## src/rtl/rysy_lsu.sv

```systemverilog
// Load/store unit: aligns sub-word accesses onto a single-beat XLEN-wide bus,
// rejects misaligned or unsupported sizes, and aborts bus waits after TIMEOUT cycles.
module rysy_lsu #(
    parameter int XLEN    = 32,
    parameter int ADDR_W  = 32,
    parameter int TIMEOUT = 16
) (
    input  logic              clk,
    input  logic              rst,
    input  logic              req,
    input  logic              we_in,
    input  logic [1:0]        size,
    input  logic              uns,
    input  logic [ADDR_W-1:0] addr_in,
    input  logic [XLEN-1:0]   wdata_in,
    output logic              busy,
    output logic              done,
    output logic              err,
    output logic [XLEN-1:0]   rdata_out,
    output logic              bus_req,
    output logic              bus_we,
    output logic [ADDR_W-1:0] bus_addr,
    output logic [XLEN/8-1:0] bus_be,
    output logic [XLEN-1:0]   bus_wdata,
    input  logic [XLEN-1:0]   bus_rdata,
    input  logic              bus_ack
);

    localparam int BE_W  = XLEN / 8;
    localparam int OFF_W = $clog2(BE_W);
    localparam int CNT_W = (TIMEOUT < 2) ? 1 : $clog2(TIMEOUT + 1);

    typedef enum logic [1:0] {
        IDLE   = 2'd0,
        ACCESS = 2'd1,
        RESP   = 2'd2
    } state_t;

    state_t            state_r;
    logic              we_r;
    logic              uns_r;
    logic [1:0]        size_r;
    logic [OFF_W-1:0]  off_r;
    logic [CNT_W-1:0]  wait_cnt_r;

    logic [OFF_W-1:0]  off_s;
    logic              illegal_s;
    logic [BE_W-1:0]   be_mask_s;
    logic [XLEN-1:0]   load_s;

    // Low-order bit mask covering the 2^sz bytes of an access.
    function automatic logic [XLEN-1:0] size_mask(input logic [1:0] sz);
        logic [XLEN-1:0] m;
        m = '0;
        case (sz)
            2'd0:    m = XLEN'(64'h0000_0000_0000_00FF);
            2'd1:    m = XLEN'(64'h0000_0000_0000_FFFF);
            2'd2:    m = XLEN'(64'h0000_0000_FFFF_FFFF);
            2'd3:    m = '1;
            default: m = '1;
        endcase
        return m;
    endfunction

    // Truncate to the access size, then sign- or zero-fill the upper bits.
    function automatic logic [XLEN-1:0] extend(input logic [XLEN-1:0] raw,
                                               input logic [1:0]      sz,
                                               input logic            zx);
        logic [XLEN-1:0] m;
        logic            sb;
        m  = size_mask(sz);
        sb = 1'b0;
        case (sz)
            2'd0:    sb = raw[7];
            2'd1:    sb = raw[15];
            2'd2:    sb = raw[31];
            2'd3:    sb = raw[XLEN-1];
            default: sb = raw[XLEN-1];
        endcase
        return (raw & m) | ((!zx && sb) ? ~m : '0);
    endfunction

    // Decode the incoming request: lane offset, legality and unshifted byte-enable mask.
    always_comb begin
        off_s     = addr_in[OFF_W-1:0];
        illegal_s = 1'b0;
        be_mask_s = '0;
        case (size)
            2'd0: begin
                illegal_s = 1'b0;
                be_mask_s = BE_W'(8'h01);
            end
            2'd1: begin
                illegal_s = addr_in[0];
                be_mask_s = BE_W'(8'h03);
            end
            2'd2: begin
                illegal_s = |addr_in[1:0];
                be_mask_s = BE_W'(8'h0F);
            end
            2'd3: begin
                illegal_s = (XLEN == 32) || (|addr_in[2:0]);
                be_mask_s = BE_W'(8'hFF);
            end
            default: begin
                illegal_s = 1'b1;
                be_mask_s = '0;
            end
        endcase
    end

    // Right-align the returned lane and extend it per the latched size/sign mode.
    always_comb begin
        load_s = extend(bus_rdata >> {off_r, 3'b000}, size_r, uns_r);
    end

    // Access sequencer; every output is registered and cleared by reset.
    always_ff @(posedge clk) begin
        if (rst) begin
            state_r    <= IDLE;
            wait_cnt_r <= '0;
            we_r       <= 1'b0;
            uns_r      <= 1'b0;
            size_r     <= 2'd0;
            off_r      <= '0;
            busy       <= 1'b0;
            done       <= 1'b0;
            err        <= 1'b0;
            rdata_out  <= '0;
            bus_req    <= 1'b0;
            bus_we     <= 1'b0;
            bus_addr   <= '0;
            bus_be     <= '0;
            bus_wdata  <= '0;
        end else begin
            done <= 1'b0;
            case (state_r)
                IDLE: begin
                    if (req) begin
                        we_r   <= we_in;
                        uns_r  <= uns;
                        size_r <= size;
                        off_r  <= off_s;
                        busy   <= 1'b1;
                        if (illegal_s) begin
                            state_r <= RESP;
                            done    <= 1'b1;
                            err     <= 1'b1;
                        end else begin
                            state_r    <= ACCESS;
                            wait_cnt_r <= '0;
                            err        <= 1'b0;
                            bus_req    <= 1'b1;
                            bus_we     <= we_in;
                            bus_addr   <= {addr_in[ADDR_W-1:OFF_W], OFF_W'(0)};
                            bus_be     <= be_mask_s << off_s;
                            bus_wdata  <= (wdata_in & size_mask(size)) << {off_s, 3'b000};
                        end
                    end else begin
                        busy <= 1'b0;
                    end
                end
                ACCESS: begin
                    // Ack is checked first so it wins over a coincident timeout.
                    if (bus_ack) begin
                        state_r <= RESP;
                        bus_req <= 1'b0;
                        done    <= 1'b1;
                        err     <= 1'b0;
                        if (!we_r) begin
                            rdata_out <= load_s;
                        end else begin
                            rdata_out <= rdata_out;
                        end
                    end else if ((TIMEOUT != 0) && (wait_cnt_r == CNT_W'(TIMEOUT - 1))) begin
                        state_r <= RESP;
                        bus_req <= 1'b0;
                        done    <= 1'b1;
                        err     <= 1'b1;
                    end else begin
                        wait_cnt_r <= wait_cnt_r + CNT_W'(1);
                    end
                end
                RESP: begin
                    state_r <= IDLE;
                    busy    <= 1'b0;
                    err     <= 1'b0;
                end
                default: begin
                    state_r <= IDLE;
                    busy    <= 1'b0;
                    err     <= 1'b0;
                    bus_req <= 1'b0;
                end
            endcase
        end
    end

endmodule

```

## config.mk

```make
export PLATFORM = sky130hd
export DESIGN_NAME = rysy_lsu
export DESIGN_NICKNAME = d
export VERILOG_FILES = /design/src/rtl/rysy_lsu.sv
export SDC_FILE = /design/constraint.sdc
export NUM_CORES = 1
export LEC_CHECK = 0
export ABC_AREA = 1
export BUFFER_PORTS_ARGS = -buffer_cell sky130_fd_sc_hd__buf_2
export CORE_ASPECT_RATIO = 0.7
export CORE_MARGIN = 2
export CORE_UTILIZATION = 42
export CTS_CLUSTER_SIZE = 24
export DETAILED_ROUTE_END_ITERATION = 8
export PLACE_DENSITY = 0.68
export SYNTH_ARGS = -nofsm -noshare
export SYNTH_HDL_FRONTEND = slang
export SYNTH_SLANG_ARGS = --single-unit
```

## constraint.sdc

```tcl
create_clock -name clk -period 4.7 [get_ports clk]
set_clock_uncertainty 0.2 [all_clocks]
set_input_delay 0.235 -clock clk [delete_from_list [all_inputs] [get_ports clk]]
set_output_delay 0.235 -clock clk [all_outputs]
set_load 0.02 [all_outputs]
```

==> reports/results.ini, run 1 <==
[grt]
grt_usage = 0.247
grt_pass1_vias = 5337
grt_antenna_before_repair = 0
grt_max_degree = 66
overflow = 0
grt_pass1_wl_um = 27000

[cells_and_area]
drive_gt1_frac = 0.292
seqCellArea_sq_um = 2320
areaGrowthSynthToFinish_pct = 38.4
layout.nets = 1074
multiInputGateArea_sq_um = 2580
diodes = 0
finalNonFillerCells = 1141
fillerInstances = 1182

[setup_path]
crit_fanout = 63
crit_required_ns = 4.83
critPathArrivalTime_ns = 2.82
worstRegToRegCells = 8
reg2reg_setup_slack_ns = 2.19
crit_path_start_kind = primary input
r2r-start = off_r[0]
critical_path_class = in -> reg
end_kind = flip-flop
worstReg2RegEnd = rdata_out[18]

[clock_network]
post_cts_resized = 0
clkSinkCount = 116
cts-buffers-inserted = 17
cts-root-buf = clkbuf_16
insertion_delay_ns = 0.40
ctsLongestPathBuffers = 2
cts_hold_buf = 49
postCtsSetupBuffers = 0
cts_tree = built
clk_pin_slew_worst_paths_ns = 0.06
htree_levels = 4

[synthesis]
synth_cell_types = 32
synth-edff-count = 0
yosys.area.top_type = dfxtp_1
syn_area_sq_um = 5330
ys_ff_latch = 116
ys_async_sr_fraction = 0
synth_seq_area_share = 0.436
synth_flop_cell = dfxtp_1
yosysMostFrequentCell = a21oi_1
netlist_instances = 743
syn-mean-instance-area_sq_um = 7.17
netlist_top_cells_count = a21oi_1, nand2_1, dfxtp_1
ys_top_cells_by_area = dfxtp_1, a21oi_1, o21ai_0, nand2_1, nor2_1
synth.top_cell.area_share = 0.436
yosys_warnings = 0

[pwr]
irDropWorstVdd_mv = 0.256
cellLeakagePower_nw = 3.51
power.density_nw_per_um2 = 398
finalPower_mw = 2.94

[route]
antenna_left = 0
wire_per_inst_um = 15.0
drt-initial-drc-count = 544
num_vias = 5775
drc = 0
drt-pass1-iter-count = 5
via_per_inst = 5.06
wirelength_um = 17100

[sta]
period_share = 0.572
relSlewSlack = 0.321
setup_viol = 0
min_period_ns = 2.69
max_freq_ghz = 0.372
hold_viol = 0
tns_ns = 0
tightest_slew_ns = 1.02
drv_slew = 0
rsz0062_at_grt = no

[placement]
port_buffers = 206
place_hpwl_um = 11400
place.gp.congestion = 0.904
placed_cells = 1062

[die]
row_count = 34
io_pins = 209
die_h_um = 98.3
die_area_sq_um = 13600
core_sq_um = 12400
initial_utilization = 0.429
die_x_um = 139

[worst_hold_path]
hold_path_startpoint = wdata_in[29]
hold_end = bus_wdata[29]
min_path_cells = 5
holdCritPathClass = in -> reg

[status]
outcome = finished, final reports clean

[run]
maxCapViolCount = 0

logic make-up (layout without fill, tap and decap cells):
logic type	count (synthesis)	in the layout	share of synthesized area
AOI/OAI and AO/OA	260	260	0.259
adders and majority gates	2	2	0.00469
buffers and inverters	88	323	0.0805
DFF	116	116	0.436
other	1	2	0.000704
and+or+nand+nor	276	276	0.219
worst max-delay path: stages:
cell and delay [ns]:
dlygate4sd3_1 0.53, buf_2 0.19, inv_2 0.30, nand2_2 0.08
clkinv_2 0.14, nand2_1 0.10, nand2_2 0.09, nand2_4 0.05
inv_2 0.73, o21ai_0 0.19, a21oi_1 0.17
worst max-delay path by stage:
stage | startpoint | end | slack (ns)
2_1_floorplan | wait_cnt_r[0] | wait_cnt_r[0] | 2.96
3_3_place_gp | addr_in[0] | bus_wdata[6] | 2.10
3_5_place_dp | addr_in[0] | bus_wdata[6] | 2.05
4_1_cts | addr_in[1] | bus_wdata[6] | 2.04
5_1_grt | addr_in[1] | bus_wdata[0] | 1.71
6_report | addr_in[1] | bus_wdata[30] | 2.01
metal layers:
layer | wire length, um | vias up | share of wire | GRT usage
li1 | - | 2920 | - | -
met1 | 8110 | 2593 | 0.47 | 0.357
met2 | 7310 | 236 | 0.43 | 0.357
met3 | 1330 | 26 | 0.078 | 0.0598
met4 | 350 | 0 | 0.020 | 0.0901
met5 | 0 | - | 0 | 0
power by group:
group	switching [mW]	leakage, nW	internal (mW)	total (mW)
registers	0.0378	0.947	1.05	1.09
clock network	0.441	0.277	0.853	1.29
logic	0.358	2.28	0.194	0.552
total	0.837	3.51	2.10	2.94
metrics by stage:
stage                     hold WS, ns  worst slack [ns]  instance area (sq um)  utilization
after detailed placement        0.255              2.05                   6300        0.507
after global routing           0.0397              1.71                   7380        0.594
after global placement          0.251              2.10                   6300        0.507
after CTS                     0.00951              2.04                   7380        0.594
final                          0.0265              2.01                   7380        0.594
after floorplan                 0.179              2.96                   5330            -
placed cells by master (no fill, tap or decap):
master,instances
buf_2,206
a21oi_1,119
nand2_1,117
dfxtp_1,116
o21ai_0,105
nor2_1,100
dlygate4sd3_1,49
inv_1,28
nand3_1,26
clkbuf_16,17
nand2_2,14
or2_2,13
o21ai_1,12
a21oi_2,10
o211ai_1,7
inv_2,4
a22oi_1,4
clkinvlp_4,4
buf_4,4
clkinv_2,3
bufinv_16,3
nor2_2,2
ha_1,2
conb_1,2
clkbuf_1,2
clkbuf_8,2
nor3_1,1
o21ai_4,1
nand2_4,1
clkinv_1,1
nand3_2,1
nor3_4,1
o21a_1,1
a31oi_1,1
flip-flops by register name (all words and copies together) (netlist names), 2 cells and up:
signal and cells:
wait_cnt_r 5, bus_be 4, size_r 2, bus_addr 30, rdata_out 32, bus_wdata 32
state_r 2, off_r 2
layout make-up:
type                    count  area share
clock inverters             9      0.0176
multi-input cells         540       0.350
well taps                 162      0.0275
inverters                  34      0.0175
flip-flops and latches    116       0.315
repair buffers            259       0.210
clock buffers              21      0.0624
Power figures use the tool's default switching activity.
==> inputs of run 2 (changes only) <==
- clock period: 4.7 -> 2.5 ns (I/O delays scaled with it)
==> run 2 against run 1 <==
Die area unchanged. Final cell count increased by 4.6%. Global-route usage increased by 1.6 points. Clock-buffer cell count decreased by 2. Sequential share of layout area decreased by 1.8 points. Worst hold slack got worse by 0.0077 ns. Setup slack got worse by 1.9 ns. Largest power group unchanged.
==> reports/results.ini, run 2 (synthesized netlist as in run 1, its figures left out) <==
[die]
die_area_sq_um = 13600
row_count = 34
initial_utilization = 0.429
die_h_um = 98.3
io_pins = 209
die_x_um = 139
core_sq_um = 12400

[cells_and_area]
reg_top3 = bus_wdata: 32 flops, rdata_out: 32 flops, bus_addr: 30 flops
layout_commonest_cell = buf_2
layout.cells.most_common_list = buf_2, a21oi_1, nand2_1
drive_gt1_frac = 0.297
finalNonFillerCells = 1193
layout.nets = 1124
diodes = 0
areaGrowthSynthToFinish_pct = 47.1

[clock_network]
cts-buffers-inserted = 17
htree_levels = 4
ctsLongestPathBuffers = 2
clkSinkCount = 116
insertion_delay_ns = 0.40
cts_tree = built
cts-root-buf = clkbuf_16
clk_pin_slew_worst_paths_ns = 0.05

[route]
wirelength_um = 18500
drt-pass1-iter-count = 6
antenna_left = 0
drt-initial-drc-count = 694
drc = 0
wire_per_inst_um = 15.5
num_vias = 6153
via_per_inst = 5.16

[grt]
grt_pass1_wl_um = 28800
grt_antenna_before_repair = 0
grt_max_degree = 57
overflow = 0
grt_usage = 0.263
grt_pass1_vias = 5698

[pwr]
power.density_nw_per_um2 = 693
cellLeakagePower_nw = 3.72
irDropWorstVdd_mv = 0.587

[sta]
hold_viol = 0
tns_ns = 0
period_share = 0.957
setup_viol = 0
min_period_ns = 2.39
tightest_slew_ns = 0.596
max_freq_ghz = 0.418
rsz0062_at_grt = no
drv_slew = 0
relSlewSlack = 0.601

[setup_path]
crit_chain = inv_1 -> nor2_2 -> inv_1 -> nor3_4 -> clkinvlp_2 -> a21oi_1 -> a21oi_1
crit_required_ns = 2.57
critPathMaxStageDelay_ns = 0.62
cp_num_buf_inv = 3
end_kind = flip-flop
critPathSlowestCell = clkinvlp_2
critPathArrivalTime_ns = 2.47
critical_path_class = reg -> reg
crit_path_start_kind = flip-flop
crit_fanout = 15
crit_family = buffers and inverters

[placement]
place_hpwl_um = 11900
place.gp.congestion = 0.914
port_buffers = 206
placed_cells = 1072

[worst_hold_path]
holdCritPathClass = in -> reg

[status]
outcome = finished, final reports clean

[run]
maxCapViolCount = 0

-- run 2: changes by cell type in the layout (fill, tap and decap cells not counted), sizes merged --
cell,delta
buf,+12
bufinv,-3
clkbuf,-2
clkinv,+5
clkinvlp,+1
dlygate4sd3,+37
inv,+2
-- run 2: worst paths after layout --
kind	slack (ns)	to	startpoint	depth (start not counted)
setup / recovery	0.11	rdata_out[29]	state_r[0]	7
hold / removal	0.02	rdata_out[26]	bus_rdata[26]	5
setup reg to reg	0.11	rdata_out[29]	state_r[0]	7
hold reg to reg	0.26	wait_cnt_r[4]	wait_cnt_r[4]	2
-- run 2: per-layer routing --
layer  GRT usage  part of all wire  vias to the layer above
li1            -                 -                     3037
met1       0.364              0.46                     2738
met2       0.387              0.42                      322
met3      0.0716             0.091                       56
met4       0.113             0.032                        0
met5           0                 0                        -
-- run 2: worst min-delay path, cell delays in order --
cell,delay (ns)
buf_2,0.10
inv_1,0.07
nor2_1,0.05
a21oi_1,0.15
a21oi_1,0.08
-- run 2: where the power goes --
part / leakage (nW) / total, mW / internal [mW] / switching (mW)
Combinational: 2.51 / 1.16 / 0.443 / 0.713
Clock: 0.266 / 2.23 / 1.33 / 0.895
Sequential: 0.947 / 2.05 / 1.98 / 0.0693
-- run 2: final cells by class --
class	instances	area, sq um
inverter	34	133
tap	162	203
sequential	116	2320
fill	1107	4580
multi-input combinational	540	2580
clock buffer	19	453
timing repair buffer	308	2040
timing repair inverter	1	5.00
clock inverter	13	103
-- run 2: what timing repair did --
action	in CTS	in global routing
hold buffers	86	0
buffers inserted	0	2
resized for setup	0	3
setup endpoints to repair	0	1
hold endpoints to repair	81	0
-- run 2: metrics by stage --
step	hold WS (ns)	utilization	setup slack (ns)	instance area (sq um)	power [mW]
finish	0.0188	0.631	0.108	7840	5.43
global route	0.0341	0.631	0.00426	7840	5.70
CTS	0.00551	0.629	0.0659	7810	5.44
detailed placement	0.171	0.515	0.376	6400	3.08
global placement	0.160	0.515	0.429	6400	3.08
floorplan	0.0688	-	0.758	5330	2.74
